[config.mk]
export PLATFORM = sky130hd
export DESIGN_NAME = ahb2apb_bridge_param
export DESIGN_NICKNAME = d
export VERILOG_FILES = /design/src/rtl/ahb_apb_pkg.sv /design/src/rtl/apb_addr_decode.sv /design/src/rtl/ahb2apb_bridge_param.sv
export SDC_FILE = /design/constraint.sdc
export NUM_CORES = 1
export LEC_CHECK = 0
export CORE_MARGIN = 4
export CORE_UTILIZATION = 39
export CTS_BUF_LIST = sky130_fd_sc_hd__clkbuf_8
export CTS_CLUSTER_DIAMETER = 60
export DETAILED_ROUTE_END_ITERATION = 12
export GPL_ROUTABILITY_DRIVEN = 0
export GPL_TIMING_DRIVEN = 0
export HOLD_SLACK_MARGIN = 0.02
export PLACE_DENSITY = 0.83
export SYNTH_ARGS = -nofsm -noshare
export SYNTH_HDL_FRONTEND = slang
export SYNTH_SLANG_ARGS = --single-unit
[constraint.sdc]
create_clock -name HCLK -period 2.5 [get_ports HCLK]
set_clock_uncertainty 0.2 [all_clocks]
set_input_delay 0.375 -clock HCLK [delete_from_list [all_inputs] [get_ports HCLK]]
set_output_delay 0.375 -clock HCLK [all_outputs]
set_load 0.1 [all_outputs]
[src/rtl/ahb_apb_pkg.sv]
// Shared encodings, FSM state type and byte-strobe helper for the AHB-to-APB bridge.
package ahb_apb_pkg;

    localparam logic [1:0] HTRANS_IDLE   = 2'b00;
    localparam logic [1:0] HTRANS_BUSY   = 2'b01;
    localparam logic [1:0] HTRANS_NONSEQ = 2'b10;
    localparam logic [1:0] HTRANS_SEQ    = 2'b11;

    localparam logic [1:0] HRESP_OKAY  = 2'b00;
    localparam logic [1:0] HRESP_ERROR = 2'b01;

    typedef enum logic [2:0] {
        StIdle,
        StCapt,
        StSetup,
        StAccess,
        StErr1,
        StErr2
    } state_e;

    // Byte lanes touched by a transfer of 2**size bytes at addr_lo, for a bus of `lanes` bytes.
    // Callers truncate the 8-bit result to their own strobe width.
    function automatic logic [7:0] size_to_strobe(input logic [2:0] size,
                                                  input logic [2:0] addr_lo,
                                                  input int unsigned lanes);
        logic [2:0]  sz;
        logic [2:0]  off;
        logic [15:0] base;
        sz   = (size > 3'd3) ? 3'd3 : size;
        off  = addr_lo & 3'(lanes - 1);
        base = (16'd1 << (4'd1 << sz)) - 16'd1;
        base = base << off;
        return base[7:0];
    endfunction

endpackage

[src/rtl/apb_addr_decode.sv]
// Combinational slave decode: slave index, one-hot select and decode-error flag
// from a captured AHB address and transfer size.
module apb_addr_decode
    import ahb_apb_pkg::*;
#(
    parameter int unsigned ADDR_W  = 32,
    parameter int unsigned DATA_W  = 32,
    parameter int unsigned NSLV    = 4,
    parameter int unsigned SEL_LSB = 12,
    localparam int unsigned IdxW   = (NSLV > 1) ? $clog2(NSLV) : 1
) (
    input  logic [ADDR_W-1:0] addr,
    input  logic [2:0]        size,
    output logic [IdxW-1:0]   index,
    output logic [NSLV-1:0]   sel,
    output logic              err
);

    // One guard bit above the index field so addresses beyond the slave range are rejected
    // instead of aliasing onto a real slave.
    localparam int unsigned FieldW  = IdxW + 1;
    localparam int unsigned MaxSize = $clog2(DATA_W / 8);

    logic [7:0] amask;
    logic       unused_addr;

    assign unused_addr = ^addr;

    always_comb begin
        index = '0;
        sel   = '0;
        err   = 1'b0;
        amask = (8'd1 << size) - 8'd1;

        if (NSLV > 1) begin
            if (32'(addr[SEL_LSB +: FieldW]) >= NSLV) begin
                err = 1'b1;
            end else begin
                index = addr[SEL_LSB +: IdxW];
            end
        end

        if (size > 3'(MaxSize)) begin
            err = 1'b1;
        end
        if ((addr[2:0] & amask[2:0]) != 3'd0) begin
            err = 1'b1;
        end

        if (!err) begin
            sel[index] = 1'b1;
        end
    end

endmodule

[src/rtl/ahb2apb_bridge_param.sv]
// AHB-Lite slave to multi-slave APB bridge: one registered FSM, all bus outputs registered,
// with decode errors, slave errors and an ACCESS wait timeout reported as a two-cycle ERROR.
module ahb2apb_bridge_param
    import ahb_apb_pkg::*;
#(
    parameter int unsigned ADDR_W  = 32,
    parameter int unsigned DATA_W  = 32,
    parameter int unsigned NSLV    = 4,
    parameter int unsigned SEL_LSB = 12,
    parameter int unsigned TIMEOUT = 16
) (
    input  logic                   HCLK,
    input  logic                   HRESET,
    input  logic                   HSEL,
    input  logic                   HREADYin,
    input  logic                   HWRITE,
    input  logic [ADDR_W-1:0]      HADDR,
    input  logic [DATA_W-1:0]      HWDATA,
    input  logic [1:0]             HTRANS,
    input  logic [2:0]             HSIZE,
    output logic [DATA_W-1:0]      HRDATA,
    output logic                   HREADYout,
    output logic [1:0]             HRESP,
    output logic [ADDR_W-1:0]      PADDR,
    output logic [DATA_W-1:0]      PWDATA,
    output logic [DATA_W/8-1:0]    PSTRB,
    output logic                   PWRITE,
    output logic                   PENABLE,
    output logic [NSLV-1:0]        PSEL,
    input  logic [NSLV*DATA_W-1:0] PRDATA,
    input  logic [NSLV-1:0]        PREADY,
    input  logic [NSLV-1:0]        PSLVERR
);

    localparam int unsigned StrbW = DATA_W / 8;
    localparam int unsigned IdxW  = (NSLV > 1) ? $clog2(NSLV) : 1;
    localparam int unsigned CntW  = (TIMEOUT > 1) ? $clog2(TIMEOUT) : 1;

    state_e              state_q, state_d;
    logic [ADDR_W-1:0]   haddr_q, haddr_d;
    logic                hwrite_q, hwrite_d;
    logic [2:0]          hsize_q, hsize_d;
    logic [IdxW-1:0]     idx_q, idx_d;
    logic [CntW-1:0]     cnt_q, cnt_d;
    logic [DATA_W-1:0]   hrdata_q, hrdata_d;
    logic                hready_q, hready_d;
    logic [1:0]          hresp_q, hresp_d;
    logic [DATA_W-1:0]   pwdata_q, pwdata_d;
    logic [StrbW-1:0]    pstrb_q, pstrb_d;
    logic                penable_q, penable_d;
    logic [NSLV-1:0]     psel_q, psel_d;

    logic [IdxW-1:0]     dec_index;
    logic [NSLV-1:0]     dec_sel;
    logic                dec_err;
    logic                accept;
    logic                pready_sel;
    logic                pslverr_sel;
    logic [DATA_W-1:0]   prdata_sel;
    logic                unused_htrans;

    assign unused_htrans = HTRANS[0];

    apb_addr_decode #(
        .ADDR_W  (ADDR_W),
        .DATA_W  (DATA_W),
        .NSLV    (NSLV),
        .SEL_LSB (SEL_LSB)
    ) u_decode (
        .addr  (haddr_q),
        .size  (hsize_q),
        .index (dec_index),
        .sel   (dec_sel),
        .err   (dec_err)
    );

    // HTRANS[1] distinguishes NONSEQ/SEQ from IDLE/BUSY.
    assign accept = ((state_q == StIdle) || (state_q == StErr2)) && HSEL && HREADYin
                    && HTRANS[1];

    assign pready_sel  = PREADY[idx_q];
    assign pslverr_sel = PSLVERR[idx_q];
    assign prdata_sel  = PRDATA[idx_q*DATA_W +: DATA_W];

    always_comb begin
        state_d   = state_q;
        haddr_d   = haddr_q;
        hwrite_d  = hwrite_q;
        hsize_d   = hsize_q;
        idx_d     = idx_q;
        cnt_d     = cnt_q;
        hrdata_d  = hrdata_q;
        hready_d  = hready_q;
        hresp_d   = hresp_q;
        pwdata_d  = pwdata_q;
        pstrb_d   = pstrb_q;
        penable_d = penable_q;
        psel_d    = psel_q;

        unique case (state_q)
            StIdle, StErr2: begin
                hresp_d   = HRESP_OKAY;
                psel_d    = '0;
                penable_d = 1'b0;
                if (accept) begin
                    state_d  = StCapt;
                    haddr_d  = HADDR;
                    hwrite_d = HWRITE;
                    hsize_d  = HSIZE;
                    hready_d = 1'b0;
                end else begin
                    state_d  = StIdle;
                    hready_d = 1'b1;
                end
            end
            StCapt: begin
                pwdata_d = HWDATA;
                if (dec_err) begin
                    state_d  = StErr1;
                    hresp_d  = HRESP_ERROR;
                    psel_d   = '0;
                end else begin
                    state_d   = StSetup;
                    psel_d    = dec_sel;
                    idx_d     = dec_index;
                    penable_d = 1'b0;
                    pstrb_d   = hwrite_q ? StrbW'(size_to_strobe(hsize_q, haddr_q[2:0], StrbW))
                                         : '0;
                end
            end
            StSetup: begin
                state_d   = StAccess;
                penable_d = 1'b1;
                cnt_d     = '0;
            end
            StAccess: begin
                if (pready_sel) begin
                    psel_d    = '0;
                    penable_d = 1'b0;
                    if (pslverr_sel) begin
                        state_d = StErr1;
                        hresp_d = HRESP_ERROR;
                    end else begin
                        state_d  = StIdle;
                        hready_d = 1'b1;
                        hresp_d  = HRESP_OKAY;
                        if (!hwrite_q) begin
                            hrdata_d = prdata_sel;
                        end
                    end
                end else if ((TIMEOUT > 0) && (cnt_q == CntW'(TIMEOUT - 1))) begin
                    state_d   = StErr1;
                    hresp_d   = HRESP_ERROR;
                    psel_d    = '0;
                    penable_d = 1'b0;
                end else begin
                    cnt_d = cnt_q + 1'b1;
                end
            end
            StErr1: begin
                state_d  = StErr2;
                hready_d = 1'b1;
                hresp_d  = HRESP_ERROR;
            end
            default: begin
                state_d = StIdle;
            end
        endcase
    end

    always_ff @(posedge HCLK) begin
        if (HRESET) begin
            state_q   <= StIdle;
            haddr_q   <= '0;
            hwrite_q  <= 1'b0;
            hsize_q   <= '0;
            idx_q     <= '0;
            cnt_q     <= '0;
            hrdata_q  <= '0;
            hready_q  <= 1'b1;
            hresp_q   <= HRESP_OKAY;
            pwdata_q  <= '0;
            pstrb_q   <= '0;
            penable_q <= 1'b0;
            psel_q    <= '0;
        end else begin
            state_q   <= state_d;
            haddr_q   <= haddr_d;
            hwrite_q  <= hwrite_d;
            hsize_q   <= hsize_d;
            idx_q     <= idx_d;
            cnt_q     <= cnt_d;
            hrdata_q  <= hrdata_d;
            hready_q  <= hready_d;
            hresp_q   <= hresp_d;
            pwdata_q  <= pwdata_d;
            pstrb_q   <= pstrb_d;
            penable_q <= penable_d;
            psel_q    <= psel_d;
        end
    end

    assign HRDATA    = hrdata_q;
    assign HREADYout = hready_q;
    assign HRESP     = hresp_q;
    assign PADDR     = haddr_q;
    assign PWRITE    = hwrite_q;
    assign PWDATA    = pwdata_q;
    assign PSTRB     = pstrb_q;
    assign PENABLE   = penable_q;
    assign PSEL      = psel_q;

endmodule

== Yosys cells after proc, flatten, opt, wreduce, memory -nomap -nowiden ==
Index checks and enable logic that the tools add are counted.
Storage, ports and cells
  logic and storage cells: 103
  output and inout bits: 109
  flip-flop bits (word level): 121
  memories kept: 0
  bits in latches: 0
  memory bits (read-only): 0
  RAM bits: 0
Cells by class
  mux-type cells: 38
  magnitude comparators: 6
  $add $sub $neg: 3
  multipliers: 0
  shift-type cells: 5
  bitwise operators: 4
  equality and inequality tests: 13
  div/mod/pow operators: 0
  reduce and logical (&&, ||, !) cells: 21
Operators by type and width (count)
  $shiftx 128x8->32: 1
  $mux 4: 6
  $shl 1x4->16 const A: 1
  $shl 16x2->4: 1
  $sub 16x1->16 const B: 1
  $mux 3: 5
  $pmux 3 s5: 1
  $mux 1: 14
  $ne 2x2->1 const B: 6
  $pmux 4 s3: 1
  $reduce_and 3->1: 4
  $reduce_bool 3->1: 3
  $mux 2: 4
  $pmux 2 s4: 1
  $pmux 4 s2: 1
  $reduce_bool 4->1: 2
  $eq 3x2->1 const B: 2
  $eq 3x3->1 const B: 2
  $gt 3x2->1 const B: 2
  $lt 2x3->1 const B: 2
  $reduce_and 2->1: 3
  $add 4x1->4 const B: 1
  $bmux 1 s2: 2
  $eq 4x4->1 const B: 1
  other kinds (18): 23

== Longest topological paths before layout ==
  word-level depth: 8
  depth in mapped cells: 8
  mapped depth without buffers: 7

== Hierarchy ==
A second synthesis with hierarchy kept.
Unflattened totals
  cell total of the unflattened synthesis: 607
  area total of the unflattened synthesis: 5295.1 sq um
Modules (own cells, without submodules)
  ahb2apb_bridge_param: cells each 594, times used 1, area an instance 5203.7 sq um, sequential area each 2402.3 sq um
  apb_addr_decode: cells each 13, times used 1, area an instance 91.3 sq um, sequential area each 0.0 sq um

== Least setup slack after synthesis ==
Ideal clock, no wire load.
  path type: flip-flop to flip-flop
  start point: register hsize_q[0]
  end point: register psel_q[1], in the netlist PSEL[1]
  setup slack: 179 ps
  required time: 2213 ps
  stages on the path, launching flop included: 9
  arrival: 2034 ps
  path buffers: 1
  clock period less this slack: 2321 ps
  path through: dfxtp_1 > nor3b_1 > inv_1 > ha_1 > xor2_1 > a2111oi_2 > buf_2 > nand2_1 > a211oi_1
On the way
  longest elaborated chain between the ends: 7
  elaborated cells between the ends (all ways): 9
  those cells by class: 1 x add/sub; 1 x order compare; 1 x shift; 4 x mux; 1 x bitwise; 1 x reduce/logical
RTL lines
  start: declaration: line ahb2apb_bridge_param.sv:42  | logic [2:0] hsize_q, hsize_d;
  start signal: assignment: line ahb2apb_bridge_param.sv:190  | hsize_q <= hsize_d;
  $shl 1x3->3: line apb_addr_decode.sv:33  | amask = (8'd1 << size) - 8'd1;
  $sub 3x1->3: line apb_addr_decode.sv:33
  $and 3x3->3: line apb_addr_decode.sv:46  | if ((addr[2:0] & amask[2:0]) != 3'd0) begin
  $reduce_bool 3->1: line apb_addr_decode.sv:46
  $mux 1 *: line apb_addr_decode.sv:46
  $mux 4 *: line ahb2apb_bridge_param.sv:118  | if (dec_err) begin
  $pmux 4 s3 *: line ahb2apb_bridge_param.sv:100  | unique case (state_q)
  end signal: assignment: line ahb2apb_bridge_param.sv:199  | psel_q <= psel_d;
  end: declaration: line ahb2apb_bridge_param.sv:51  | logic [NSLV-1:0] psel_q, psel_d;
Every way passes the cells marked *; elsewhere a longest branch is shown, timed or not.
A chain may end at the register's enable or synchronous reset.

== Worst setup path in the final report ==
  start point: register idx_q[0]
  end point: register hrdata_q[12], in the netlist HRDATA[12]
On the way
  longest elaborated chain between the ends: 4
  elaborated cells between the ends (all ways): 7
  those cells by class: 1 x shift; 4 x mux; 1 x bitwise; 1 x reduce/logical
RTL lines
  start: declaration: line ahb2apb_bridge_param.sv:43  | logic [IdxW-1:0] idx_q, idx_d;
  start signal: assignment: line ahb2apb_bridge_param.sv:191  | idx_q <= idx_d;
  branches (longest 4 deep; another with $shiftx 128x8->32)
  end signal: assignment: line ahb2apb_bridge_param.sv:193  | hrdata_q <= hrdata_d;
  end: declaration: line ahb2apb_bridge_param.sv:45  | logic [DATA_W-1:0] hrdata_q, hrdata_d;
Several ways; the timed one is not identified. The select of a mux whose other input is x is not followed.

==> flow_results.xml <==
<?xml version="1.0" encoding="UTF-8"?>
<metrics>
  <group name="clocking">
    <metric name="cts_tree" unit="">built</metric>
    <metric name="clk_latency" unit="ps">440</metric>
    <metric name="ctsLongestPathBuffers" unit="">2</metric>
    <metric name="clock_tree.root_cell" unit="">clkbuf_8</metric>
    <metric name="numCtsBuffers" unit="">17</metric>
    <metric name="clock_tree.htree_level_count" unit="">4</metric>
    <metric name="post_cts_hold_buffers" unit="">0</metric>
    <metric name="clkSinkCount" unit="">120</metric>
    <metric name="clk_pin_slew_worst_paths" unit="ps">70</metric>
  </group>
  <group name="synthesis">
    <metric name="combinational_family_with_the_most_area_after_synthesis" unit="">simple AND/OR/NAND/NOR gates</metric>
    <metric name="synthXorXnorAreaFrac" unit="%">0.806</metric>
    <metric name="syn_area_per_cell" unit="sq um">8.90</metric>
    <metric name="synth_compound_gate_area_share" unit="%">13.2</metric>
    <metric name="synth.yosys.warnings" unit="">0</metric>
    <metric name="synth_adder_area_share" unit="%">0.691</metric>
    <metric name="synth.net_count" unit="">823</metric>
    <metric name="ys_async_sr_fraction" unit="%">0</metric>
    <metric name="syn-instance-count" unit="">610</metric>
    <metric name="synth-seq-area-share" unit="%">44.2</metric>
    <metric name="post_synth_instance_area" unit="sq um">5430</metric>
    <metric name="synthDistinctLibCells" unit="">46</metric>
    <metric name="multiplexer_share_of_the_synthesized_area" unit="%">14.8</metric>
    <metric name="ys_dominant_reg_cell" unit="">dfxtp_1</metric>
    <metric name="number_of_enable_type_register_cells_in_the_synthesized_netlist" unit="">0</metric>
    <metric name="synth_simple_gate_area_share" unit="%">21.8</metric>
    <metric name="postSynthRegisterBits" unit="">120</metric>
  </group>
  <group name="sta">
    <metric name="timing_max_transition_violations_final" unit="">0</metric>
    <metric name="timing.max_slew.rel_slack" unit="%">29.8</metric>
    <metric name="min_period_over_period" unit="%">96.4</metric>
    <metric name="grt_setup_unrepaired" unit="">yes</metric>
    <metric name="setup_viol" unit="">0</metric>
    <metric name="worst_slew_pin_slew" unit="ps">1060</metric>
    <metric name="achievable-frequency" unit="GHz">0.415</metric>
    <metric name="finalCriticalPeriod" unit="ps">2410</metric>
    <metric name="final_hold_violation_count" unit="">0</metric>
    <metric name="final.setup.tns" unit="ps">0</metric>
  </group>
  <group name="drt">
    <metric name="first_pass_detailed_route_iteration_total" unit="">4</metric>
    <metric name="detail_route.drc_violations" unit="">0</metric>
    <metric name="drt_first_iter_violations" unit="">304</metric>
    <metric name="postRouteAntennaNets" unit="">0</metric>
    <metric name="detailroute.via_count" unit="">5674</metric>
    <metric name="routed_via_density" unit="">4.99</metric>
    <metric name="totalWireLength" unit="microns">20200</metric>
    <metric name="post_drt_wl_per_cell" unit="microns">17.7</metric>
  </group>
  <group name="worst_setup_path">
    <metric name="critPathMaxFanout" unit="">10</metric>
    <metric name="crit_path_top_delay_cell" unit="">mux4_2</metric>
    <metric name="crit_chain" unit="">buf_6, mux4_2, nand2b_4, or4b_4, buf_6, buf_6, nand2_2, a21oi_1</metric>
    <metric name="data_arrival_critical_path" unit="ps">2510</metric>
    <metric name="crit_path_frequent_cell" unit="">buf_6</metric>
    <metric name="setup.worst_path.start_class" unit="">flip-flop</metric>
    <metric name="timing.critical_path.buf_inv" unit="">3</metric>
    <metric name="cp_top_family" unit="">simple AND/OR/NAND/NOR gates</metric>
    <metric name="required_time_at_the_endpoint_of_the_critical_path" unit="ps">2600</metric>
    <metric name="critical_path.max_stage_delay" unit="ps">510</metric>
    <metric name="endpoint_kind" unit="">flip-flop</metric>
    <metric name="path_class" unit="">flip-flop to flip-flop</metric>
  </group>
  <group name="die">
    <metric name="die-width" unit="microns">126</metric>
    <metric name="core" unit="sq um">13500</metric>
    <metric name="initial_core_util" unit="%">40.4</metric>
    <metric name="core.rowCount" unit="">42</metric>
    <metric name="die-area" unit="sq um">15900</metric>
    <metric name="floorplan.die.height" unit="microns">126</metric>
    <metric name="count_of_pins_on_the_block_boundary" unit="">319</metric>
  </group>
  <group name="place">
    <metric name="placed_area" unit="sq um">8810</metric>
    <metric name="io_buffers" unit="">316</metric>
    <metric name="hpwl" unit="microns">15800</metric>
  </group>
  <group name="outcome">
    <metric name="outcome" unit="">finished, final reports clean</metric>
  </group>
  <group name="run">
    <metric name="max_cap_violation_count" unit="">0</metric>
  </group>
  <group name="hold_path">
    <metric name="hp-class" unit="">flip-flop to flip-flop</metric>
  </group>
  <group name="pwr">
    <metric name="ir_worst_vdd" unit="V">0.000484</metric>
    <metric name="power.density" unit="nW/um^2">553</metric>
    <metric name="static_leakage" unit="nW">3.65</metric>
  </group>
  <group name="global_route">
    <metric name="grt.overflow.total" unit="">0</metric>
    <metric name="largest_net_degree_at_the_start_of_global_routing" unit="">17</metric>
    <metric name="total_routing_usage_reported_by_global_routing" unit="%">24.7</metric>
    <metric name="antenna_found_initial" unit="">1</metric>
    <metric name="first_pass_grt_wire_length" unit="microns">30900</metric>
    <metric name="grt_pass1_vias" unit="">5725</metric>
  </group>
  <group name="final_layout">
    <metric name="area_added_between_synthesis_and_finish" unit="%">69.1</metric>
    <metric name="layout-drive-gt1-share" unit="%">12.7</metric>
    <metric name="final_nets" unit="">1160</metric>
    <metric name="layout.filler_cells" unit="">1120</metric>
    <metric name="post-route-cell-area" unit="sq um">9180</metric>
    <metric name="final_core_util" unit="%">68.3</metric>
  </group>
</metrics>
[per-stage QoR]
stage	instances	worst slack [ps]	hold WS, ps	power, mW
2_1_floorplan	610	179	288	2.70
3_3_place_gp	1102	-299	240	3.20
3_5_place_dp	1102	-259	246	3.21
4_1_cts	1134	8.14	244	5.11
5_1_grt	1137	-16.0	242	5.26
6_report	1137	90.8	251	5.07
[cells in the final DEF, fill, tap and decap left out, drive strengths merged, types with 2 or more instances in the layout]
cell type / netlist / layout
nand2: 210 / 210
clkdlybuf4s50: 0 / 208
dfxtp: 120 / 120
a21oi: 108 / 108
dlygate4sd2: 0 / 107
clkbuf: 33 / 53
mux4: 34 / 34
buf: 14 / 17
nor2: 16 / 16
nor3: 8 / 8
inv: 3 / 7
nand2b: 6 / 6
nor3b: 5 / 5
o21ai: 5 / 5
nor2b: 4 / 4
a211oi: 4 / 4
mux2i: 4 / 4
xor2: 3 / 3
ha: 3 / 3
bufinv: 0 / 3
clkinv: 0 / 3
or3: 2 / 2
xnor2: 2 / 2
nand4: 2 / 2
nand3b: 2 / 2
o21bai: 2 / 2
a32oi: 2 / 2
nand3: 2 / 2
conb: 2 / 2
clkinvlp: 0 / 2
a2111oi: 2 / 2
[synth_stat cells, types with 5 or more instances]
library cell | n | area, sq um
nand2b_1 | 5 | 31.3
dfxtp_1 | 120 | 2400
nor3_1 | 7 | 35.0
nand2_2 | 30 | 188
buf_6 | 5 | 56.3
buf_2 | 5 | 25.0
nor3b_1 | 5 | 37.5
a21oi_1 | 108 | 541
clkbuf_1 | 33 | 124
mux4_2 | 34 | 766
nand2_1 | 180 | 676
nor2_1 | 16 | 60.1
[repair_timing]
item                                    CTS  global route
buffers inserted                          0             3
pin swaps                                 0             1
resized for setup                       113             7
endpoints found under the setup margin  149            40
gates cloned                              1             0
[worst paths after layout]
check,startpoint,end,slack (ps),cells after the start
setup / recovery,idx_q[0],HRDATA[12],90,8
hold / removal,PADDR[30],PADDR[30],250,2
setup reg to reg,idx_q[0],HRDATA[12],90,8
hold reg to reg,PADDR[30],PADDR[30],250,2
[kinds of logic after synthesis]
group                      after synthesis
and+or+nand+nor                        262
AOI/OAI and AO/OA                      130
DFF                                    120
buffers and inverters                   50
muxes                                   38
xor gates and xnor gates                 5
adders and majority gates                3
other                                    2
[flip-flops by register name, indices dropped and copies added (netlist names)]
register   count
HRDATA        32
PWRITE         1
HREADYout      1
PSTRB          4
PENABLE        1
PADDR         32
PWDATA        32
HRESP          1
PSEL           4
hsize_q        3
cnt_q          4
idx_q          2
state_q        3
[layout make-up]
| type | count | area (sq um) | share of cell area (%) |
|---|---|---|---|
| antenna | 1 | 2.50 | 0.0272 |
| buffer | 45 | 220 | 2.40 |
| clock buffer | 20 | 275 | 3.00 |
| clock inverter | 12 | 163 | 1.77 |
| inverter | 3 | 11.3 | 0.123 |
| multi-input combinational | 440 | 2840 | 30.9 |
| sequential | 120 | 2400 | 26.2 |
| tap | 176 | 220 | 2.40 |
| timing repair buffer | 320 | 3050 | 33.2 |
[where the power goes]
part           switching (mW)  leakage [nW]  internal (mW)
combinational           0.674          2.46          0.465
clock                   0.849         0.217           1.08
sequential             0.0369         0.972           1.97
[layer usage]
layer | global-route usage [%] | vias to the layer above | wire length, microns
li1 | - | 2770 | -
met3 | 8.09 | 30 | 1740
met1 | 28.0 | 2640 | 7740
met4 | 9.40 | 0 | 471
met2 | 43.1 | 234 | 10200
met5 | 0 | - | 0
[worst min-delay path: stages (launching register included)]
cell and delay (ps):
dfxtp_1 310, nand2_1 50, a21oi_1 50
Note: power is estimated with default switching activity, not from simulation.
==> RTL change (same flow settings) <==
`ADDR_W` is set to 32 in 2 places; all go to 64.
--- a/src/rtl/apb_addr_decode.sv
+++ b/src/rtl/apb_addr_decode.sv
@@ -4,5 +4,5 @@
     import ahb_apb_pkg::*;
 #(
-    parameter int unsigned ADDR_W  = 32,
+    parameter int unsigned ADDR_W  = 64,
     parameter int unsigned DATA_W  = 32,
     parameter int unsigned NSLV    = 4,
--- a/src/rtl/ahb2apb_bridge_param.sv
+++ b/src/rtl/ahb2apb_bridge_param.sv
@@ -4,5 +4,5 @@
     import ahb_apb_pkg::*;
 #(
-    parameter int unsigned ADDR_W  = 32,
+    parameter int unsigned ADDR_W  = 64,
     parameter int unsigned DATA_W  = 32,
     parameter int unsigned NSLV    = 4,
Ports: changed (resized HADDR and PADDR); port bits go from 319 to 383. The function was not compared with the original's and may differ.
==> RTL change against the original RTL <==
  * Area after synthesis up 19%
  * Sequential cell count up 32
  * Power up 15%
  * Synthesized cell count up 23%
  * Sequential share of layout area up 2.1 points
  * Worst setup slack worse by 0.0019 ns
  * Via count up 22%
  * Non-clock buffer count up 76
  * Global-route usage up 1.1 points
  * Final area up 17%
  * Wire length up 24%
  * Highest routed layer unchanged
==> RTL change: results (changes against the original RTL) <==
* Top cells by area, synth: dfxtp_1 47%, nand2_1 16%, mux4_2 12% (was dfxtp_1 44%, mux4_2 14%, nand2_1 12%)
* Slowest cell on crit path: clkdlybuf4s15_1 (was mux4_2)
* YS warnings at 0 (unchanged)
* Max Used Layer: met4 (unchanged)
* WL met2 at 12.69 mm (was 10.23 mm)
* Crit-path max cell delay at 0.89 ns (was 0.51 ns)
* Worst slew pin tran at 1.060 ns (was 1.058 ns)
* Post-synth ARST share at 0% (unchanged)
* Detailed placement HPWL at 20.04 mm (was 15.82 mm)
* Clk buf depth at 2 (unchanged)
* WL met1 at 9.108 mm (was 7.743 mm)
* Top FF cell, synth: dfxtp_1 (unchanged)
* Synth unique cells at 42 (was 46)
* WL final at 25.08 mm (was 20.18 mm)
* Syn Inst Count at 751 (was 610)
* Post-DP Area at 10500 sq um (was 8813 sq um)
* CTS root buffer: clkbuf_8 (unchanged)
* Hold WC Path Type: register to register (unchanged)
* Placed cell count at 1346 (was 1102)
* Psw at 1958 uW (was 1560 uW)
* First-pass DRT Iterations at 5 (was 4)
* Antenna violations before repair at 3 (was 1)
* First-pass GRT wire length at 36.74 mm (was 30.87 mm)
* Pin count of the biggest net entering global routing at 20 (was 17)
* Vias in the first global route at 6849 (was 5725)
* Worst-path clk slew at 0.09 ns (was 0.07 ns)
* Syn Nets at 996 (was 823)
* Seq/Total Area, Yosys at 47.28% (was 44.24%)
* Largest register FFs at 64
* Peak supply drop at 395.8 uV (was 484.5 uV)
* Worst-path fanout max at 7 (was 10)
* Vias per inst at 5.002 (was 4.990)
* Static Leakage at 0.004337 uW (was 0.003651 uW)
* DRT iter0 DRCs at 304 (unchanged)
* Cts bufs inserted at 17 (unchanged)
* Top post-synthesis cells by count: 273 x nand2_1, 152 x dfxtp_1, 137 x a21oi_1, 42 x clkbuf_1, 34 x mux4_2 (was 180 x nand2_1, 120 x dfxtp_1, 108 x a21oi_1, 34 x mux4_2, 33 x clkbuf_1)
* Proportion of layout cells with a drive suffix above 1 at 8.412% (was 12.71%)
* CP top delay family: buffers and inverters (was simple AND/OR/NAND/NOR gates)
* H-tree levels at 4 (unchanged)
* Wire length on met3 at 2.414 mm (was 1.737 mm)
* Setup WS pre-CTS at -0.3966 ns (was -0.2586 ns)
* Clock Latency Late Sink at 0.44 ns (about the same)
* Final Instance Count excl. Fillers at 1385 (was 1137)
* Tot GR Track Use at 25.81% (was 24.68%)
* Status: completed (unchanged)
* Port Buffers at 379 (was 316)
==> RTL change: cell types whose count changed in the layout (fill, tap and decap cells not counted), sizes merged, moves of 3 or more <==
cell / delta
dfxtp: +32
diode: +3
clkbuf: +7
nand2: +63
a21oi: +29
nor2: +7
clkinv: +3
dlygate4sd2: +31
clkdlybuf4s50: +31
buf: +3
==> RTL change: repair_timing <==
item | in CTS | in global routing
pin swaps | 1 | 1
buffers inserted | 1 | 3
gates cloned | 1 | 0
resized for setup | 143 | 12
setup endpoints to repair | 163 | 27
==> RTL change: power by group through the flow <==
stage,Clock (uW),Sequential [uW],Combinational (uW)
after CTS,1890,2550,1450
after detailed placement,0,2610,1490
final,1840,2550,1450
after floorplan,0,3140,323
after global routing,1990,2560,1520
after global placement,0,2600,1480
==> RTL change: logic make-up after synthesis <==
family / Yosys count / synth area share (%)
compound gates: 163 / 14.23
xor+xnor: 5 / 0.6805
fa+ha+maj: 3 / 0.5833
buf+inv: 63 / 4.121
flops: 152 / 47.28
mux: 39 / 12.67
other cells: 2 / 0.1167
simple gates: 324 / 20.31
==> RTL change: stage by stage <==
| step | TNS [ns] | hold WS, ns |
|---|---|---|
| 6_report | 0 | 0.2526 |
| 5_1_grt | 0 | 0.2317 |
| 4_1_cts | 0 | 0.2262 |
| 3_5_place_dp | -9.438 | 0.2457 |
| 3_3_place_gp | -7.498 | 0.2410 |
| 2_1_floorplan | 0 | 0.2880 |
==> RTL change: metal layers <==
metal	global-route usage (%)	vias to the layer above
li1	-	3354
met1	26.98	3225
met2	45.62	299
met3	9.660	50
met4	12.15	0
met5	0	-
==> RTL change: layout make-up <==
cell class | instances | area [sq um]
tap | 216 | 270.3
multi-input combinational | 536 | 3141
clock buffer | 18 | 247.7
timing repair buffer | 384 | 3656
antenna | 4 | 10.01
inverter | 4 | 15.01
sequential | 152 | 3052
clock inverter | 14 | 142.6
buffer | 57 | 250.2
fill | 1388 | 5216
==> RTL change: final timing paths <==
path | startpoint | end | slack [ns] | depth (start not counted)
max | PWRITE | PWRITE | 0.09 | 1
min | PADDR[10] | PADDR[10] | 0.25 | 2
max reg2reg | idx_q[0] | HRDATA[8] | 0.14 | 8
min reg2reg | PADDR[10] | PADDR[10] | 0.25 | 2
